$ cat config.mk
export PLATFORM = sky130hd
export DESIGN_NAME = me_seq_ctrl
export DESIGN_NICKNAME = d
export VERILOG_FILES = /design/src/rtl/me_seq_ctrl.sv
export SDC_FILE = /design/constraint.sdc
export NUM_CORES = 1
export LEC_CHECK = 0
export ABC_AREA = 1
export ABC_CLOCK_PERIOD_IN_PS = 2200
export BUFFER_PORTS_ARGS = -buffer_cell sky130_fd_sc_hd__buf_2
export CAP_MARGIN = 20
export CORE_AREA = 2 2 56 58
export DETAILED_ROUTE_END_ITERATION = 16
export DIE_AREA = 0 0 58 60
export HOLD_SLACK_MARGIN = 0.15
export PLACE_DENSITY = 0.67
export RECOVER_POWER = 100
export SKIP_CTS_REPAIR_TIMING = 1
export SLEW_MARGIN = 20
export SYNTH_ARGS = -nofsm -noshare
export SYNTH_HDL_FRONTEND = slang
export SYNTH_SLANG_ARGS = --single-unit
$ cat constraint.sdc
create_clock -name clk -period 2.2 [get_ports clk]
set_input_delay 0.44 -clock clk [delete_from_list [all_inputs] [get_ports clk]]
set_output_delay 0.44 -clock clk [all_outputs]
set_load 0.02 [all_outputs]
$ cat src/rtl/me_seq_ctrl.sv
// Pass sequencer for the full-search motion estimation datapath: clears and steps the
// address generator, then emits latency-aligned valid and first/last markers for the PE array.
module me_seq_ctrl #(
  parameter int unsigned ADDR_SW  = 12,
  parameter int unsigned ADDR_TB  = 8,
  parameter int unsigned MEM_LAT  = 1,
  parameter int unsigned PIPE_LAT = 4
) (
  input  logic clk,
  input  logic rst_n,
  input  logic start,
  input  logic hold,
  output logic busy,
  output logic done,
  output logic clr,
  output logic en_tb,
  output logic en_sw,
  output logic tb_valid,
  output logic sw_valid,
  output logic sw_first,
  output logic sw_last
);

  localparam int unsigned TB_LEN = 2 ** ADDR_TB;
  localparam logic [ADDR_SW-1:0] TB_LAST    = ADDR_SW'(TB_LEN - 1);
  localparam logic [ADDR_SW-1:0] SW_LAST    = '1;
  localparam logic [ADDR_SW-1:0] DRAIN_LAST = ADDR_SW'(MEM_LAT + PIPE_LAT - 1);

  typedef enum logic [2:0] {
    IDLE, CLR, LOAD_TB, LOAD_SW, DRAIN, DONE
  } state_e;

  typedef struct packed {
    logic tb;
    logic sw;
    logic first;
    logic last;
  } tap_t;

  state_e             state_q, state_d;
  logic [ADDR_SW-1:0] count_q, count_d;
  tap_t               tap_d;
  tap_t               pipe_q [MEM_LAT];

  // NOTE: every output of this block gets a default first, so no path leaves one unassigned
  // and no latch is inferred.
  always_comb begin
    state_d = state_q;
    count_d = count_q;
    clr     = 1'b0;
    en_tb   = 1'b0;
    en_sw   = 1'b0;
    done    = 1'b0;
    unique case (state_q)
      IDLE: if (start) state_d = CLR;
      CLR: begin
        clr     = 1'b1;
        count_d = '0;
        state_d = LOAD_TB;
      end
      LOAD_TB: begin
        en_tb = ~hold;
        if (en_tb) begin
          if (count_q == TB_LAST) begin
            count_d = '0;
            state_d = LOAD_SW;
          end else begin
            count_d = count_q + ADDR_SW'(1);
          end
        end
      end
      LOAD_SW: begin
        en_sw = ~hold;
        if (en_sw) begin
          if (count_q == SW_LAST) begin
            count_d = '0;
            state_d = DRAIN;
          end else begin
            count_d = count_q + ADDR_SW'(1);
          end
        end
      end
      DRAIN: begin
        if (count_q == DRAIN_LAST) begin
          count_d = '0;
          state_d = DONE;
        end else begin
          count_d = count_q + ADDR_SW'(1);
        end
      end
      DONE: begin
        done    = 1'b1;
        state_d = IDLE;
      end
      default: state_d = IDLE;
    endcase
  end

  assign busy = (state_q != IDLE);

  always_comb begin
    tap_d.tb    = en_tb;
    tap_d.sw    = en_sw;
    tap_d.first = en_sw && (count_q == '0);
    tap_d.last  = en_sw && (count_q == SW_LAST);
  end

  // NOTE: state uses non-blocking assignments so every register samples pre-edge values,
  // independent of process ordering.
  always_ff @(posedge clk) begin
    if (!rst_n) begin
      state_q <= IDLE;
      count_q <= '0;
    end else begin
      state_q <= state_d;
      count_q <= count_d;
    end
  end

  // NOTE: the delay line is reset, not left to flush, so no stale valid or marker escapes
  // after an abandoned pass.
  always_ff @(posedge clk) begin
    if (!rst_n) begin
      for (int i = 0; i < int'(MEM_LAT); i++) pipe_q[i] <= '0;
    end else begin
      pipe_q[0] <= tap_d;
      for (int i = 1; i < int'(MEM_LAT); i++) pipe_q[i] <= pipe_q[i-1];
    end
  end

  assign tb_valid = pipe_q[MEM_LAT-1].tb;
  assign sw_valid = pipe_q[MEM_LAT-1].sw;
  assign sw_first = pipe_q[MEM_LAT-1].first;
  assign sw_last  = pipe_q[MEM_LAT-1].last;

endmodule

==> metrics.cfg <==
[logic_synthesis]
yosysTopAreaCellShare_pct = 31.3
synth_top_area_cell = dfxtp_1
syn_area_sq_mm = 0.00121
postSynthAreaPerCell_sq_um = 6.71
ys.flop_type = dfxtp_1
synth_common_cells = 39 x nand2_1, 33 x nor2_1, 25 x inv_1
yosys-top-cells-area = dfxtp_1 31%, nand2_1 12%, nor2_1 10%
synth_warnings = 0
yosysUniqueCellTypes = 27
synthMostInstantiatedCell = nand2_1
syn-num-nets = 187
ys_seq_area_share_pct = 31.3
synth_async_sr_flop_share_pct = 0
synth_edf_count = 0
syn_inst = 181
synth_seq_cells = 19

[timing]
clock.fmax_mhz = 532
setup_tns_ps = 0
worst_pin_slew_ps = 290
finalHoldViolations = 0
finalSetupViolCount = 0
drv_slew = 0
finalWorstSetupSlack_ps = 319
skew_ps = 3.25
slew_headroom_pct = 80.6
fin_crit_ps = 1880
grt_setup_unrepaired = false
min_period_over_period_pct = 85.5

[placed_design]
gp_congestion = 0.861
dp_slack_ps = 506
postPlaceCellArea_sq_mm = 0.00130
placed_cells = 224
dp.final_hpwl_um = 1970
io_buffers = 12

[floorplanning]
die-area_sq_mm = 0.00348
num_rows = 20
pin_count = 13
start_util_pct = 41.8
die_w_um = 58
die_h_um = 60
core-area_sq_mm = 0.00290

[power]
p_leak_nw = 0.598
vdd_drop_max_v = 0.000656
p_per_area_mw_per_mm2 = 907

[cts]
cts_tree = done
path_clk_slew_ps = 100
root_buffer = clkbuf_4
cts_buffer_depth = 2
clk_latency_ps = 300
cts-buffers-inserted = 3
clock_sinks = 19
htreeDepth = 1

[setup_path]
critPathCaptureType = output port
startpoint = state_q[2]
max_stage_delay_ps = 360
cp.arrival_ps = 1440
slowest_stage = dfxtp_1
regToRegSetupSlack_ps = 490
timing.critical_path.fanout_max = 7
rr_startpoint = count_q[1]
cp_num_buf_inv = 2
r2r-end = count_q[11]
cp.required_ps = 1760
cp-start-kind = flip-flop
crit_chain = inv_1 > nand3_1 > nor2_1 > clkbuf_1
ff2ff_path_depth = 8
worstSetupPathType = reg -> out
cp_top_family = simple AND/OR/NAND/NOR gates

[drt]
wl_um = 2560
wl_met3_um = 143
wl_met1_um = 1280
drt_iter0_markers = 31
top_layer = met4
dr.pass1.iters = 5
via_per_inst = 4.86
wl_per_cell_um = 11.2
vias = 1109
drc = 0
wl_met2_um = 1100
postRouteAntennaNets = 0

[finish]
instances_no_fill = 228
drive_above_1_share_pct = 11.8
final_cell_area_sq_mm = 0.00130
final_util_pct = 44.9
area_growth_syn_to_layout_pct = 7.32
nets = 202
n_fill_cell = 316
n_antenna_cell = 0

[grt]
grt_usage_pct = 16.2
antenna_found_initial = 0
grt_pass1_wl_um = 4350
grt_max_degree = 14
grt-ovfl-total = 0
grt_pass1_vias = 938

[flow_run]
cap_violations = 0

[hold_path]
min_path_cells = 2
hold_start = hold
whs_endpoint = pipe_q[0][3]
hold_class = in -> reg

[run_status]
status = complete, no violations

## worst reg2reg max path: cells and delay by family (launching register included)
family	cells	cell delay [ps]
buffers and inverters	1	90
DFF	1	410
and+or+nand+nor	5	690
adders and majority gates	1	210
AOI/OAI and AO/OA	1	230
## power by group
group	leakage, nW	internal (mW)	total [mW]	switching, mW
combinational	0.429	0.173	0.596	0.422
clock	0.0150	0.0706	0.178	0.107
sequential	0.154	0.375	0.409	0.0334
## cells in the final DEF (no fill, tap or decap), drive strengths merged
master / synthesis / routed
nor4: 1 / 1
nand4: 3 / 3
buf: 1 / 3
xnor2: 2 / 2
inv: 26 / 26
a21oi: 7 / 7
ha: 2 / 2
nor3: 7 / 7
nor2: 38 / 38
dfxtp: 19 / 19
xor2: 1 / 1
clkbuf: 1 / 13
nand2: 45 / 45
o21ai: 8 / 8
nand3: 20 / 20
## layer usage
metal / vias to the layer above / track usage, %
met4: 0 / 4.98
met3: 2 / 3.25
met1: 479 / 23.5
li1: 599 / -
met5: - / 0
met2: 29 / 24.2
## state kept, by name (all words and copies together) (netlist names)
signal,flops
count_q,12
pipe_q,4
state_q,3
## how the worst max path moves through the flow
stage                              to  slack (ps)  cells past startpoint
after floorplan           count_q[11]         700                      8
after global placement    count_q[11]         590                      8
after detailed placement  count_q[11]         510                      8
after CTS                       en_sw         450                      4
after global routing            en_sw         180                      4
final                           en_tb         320                      4
## cell families after synthesis
logic type / count (synthesis) / synth area share, %
AO/OA/AOI/OAI: 15 / 8.35
XOR/XNOR: 3 / 2.17
adder cells (fa/ha/maj): 2 / 2.06
buffers and inverters: 28 / 9.28
flip-flops: 19 / 31.3
AND/OR/NAND/NOR: 114 / 46.8
## final cells by class
| class | count | area [sq um] | share of cell area, % |
|---|---|---|---|
| tap | 33 | 41.3 | 3.17 |
| multi-input combinational | 134 | 708 | 54.4 |
| timing repair buffer | 12 | 48.8 | 3.75 |
| clock buffer | 4 | 26.3 | 2.02 |
| sequential | 19 | 380 | 29.2 |
| inverter | 26 | 97.6 | 7.49 |
## per-stage QoR
stage	hold slack (ps)	power (mW)
global route	414	1.28
floorplan	470	0.927
detailed placement	495	1.03
finish	410	1.18
global placement	489	1.03
CTS	395	1.21
No activity file was read; power rests on OpenSTA's default activity.
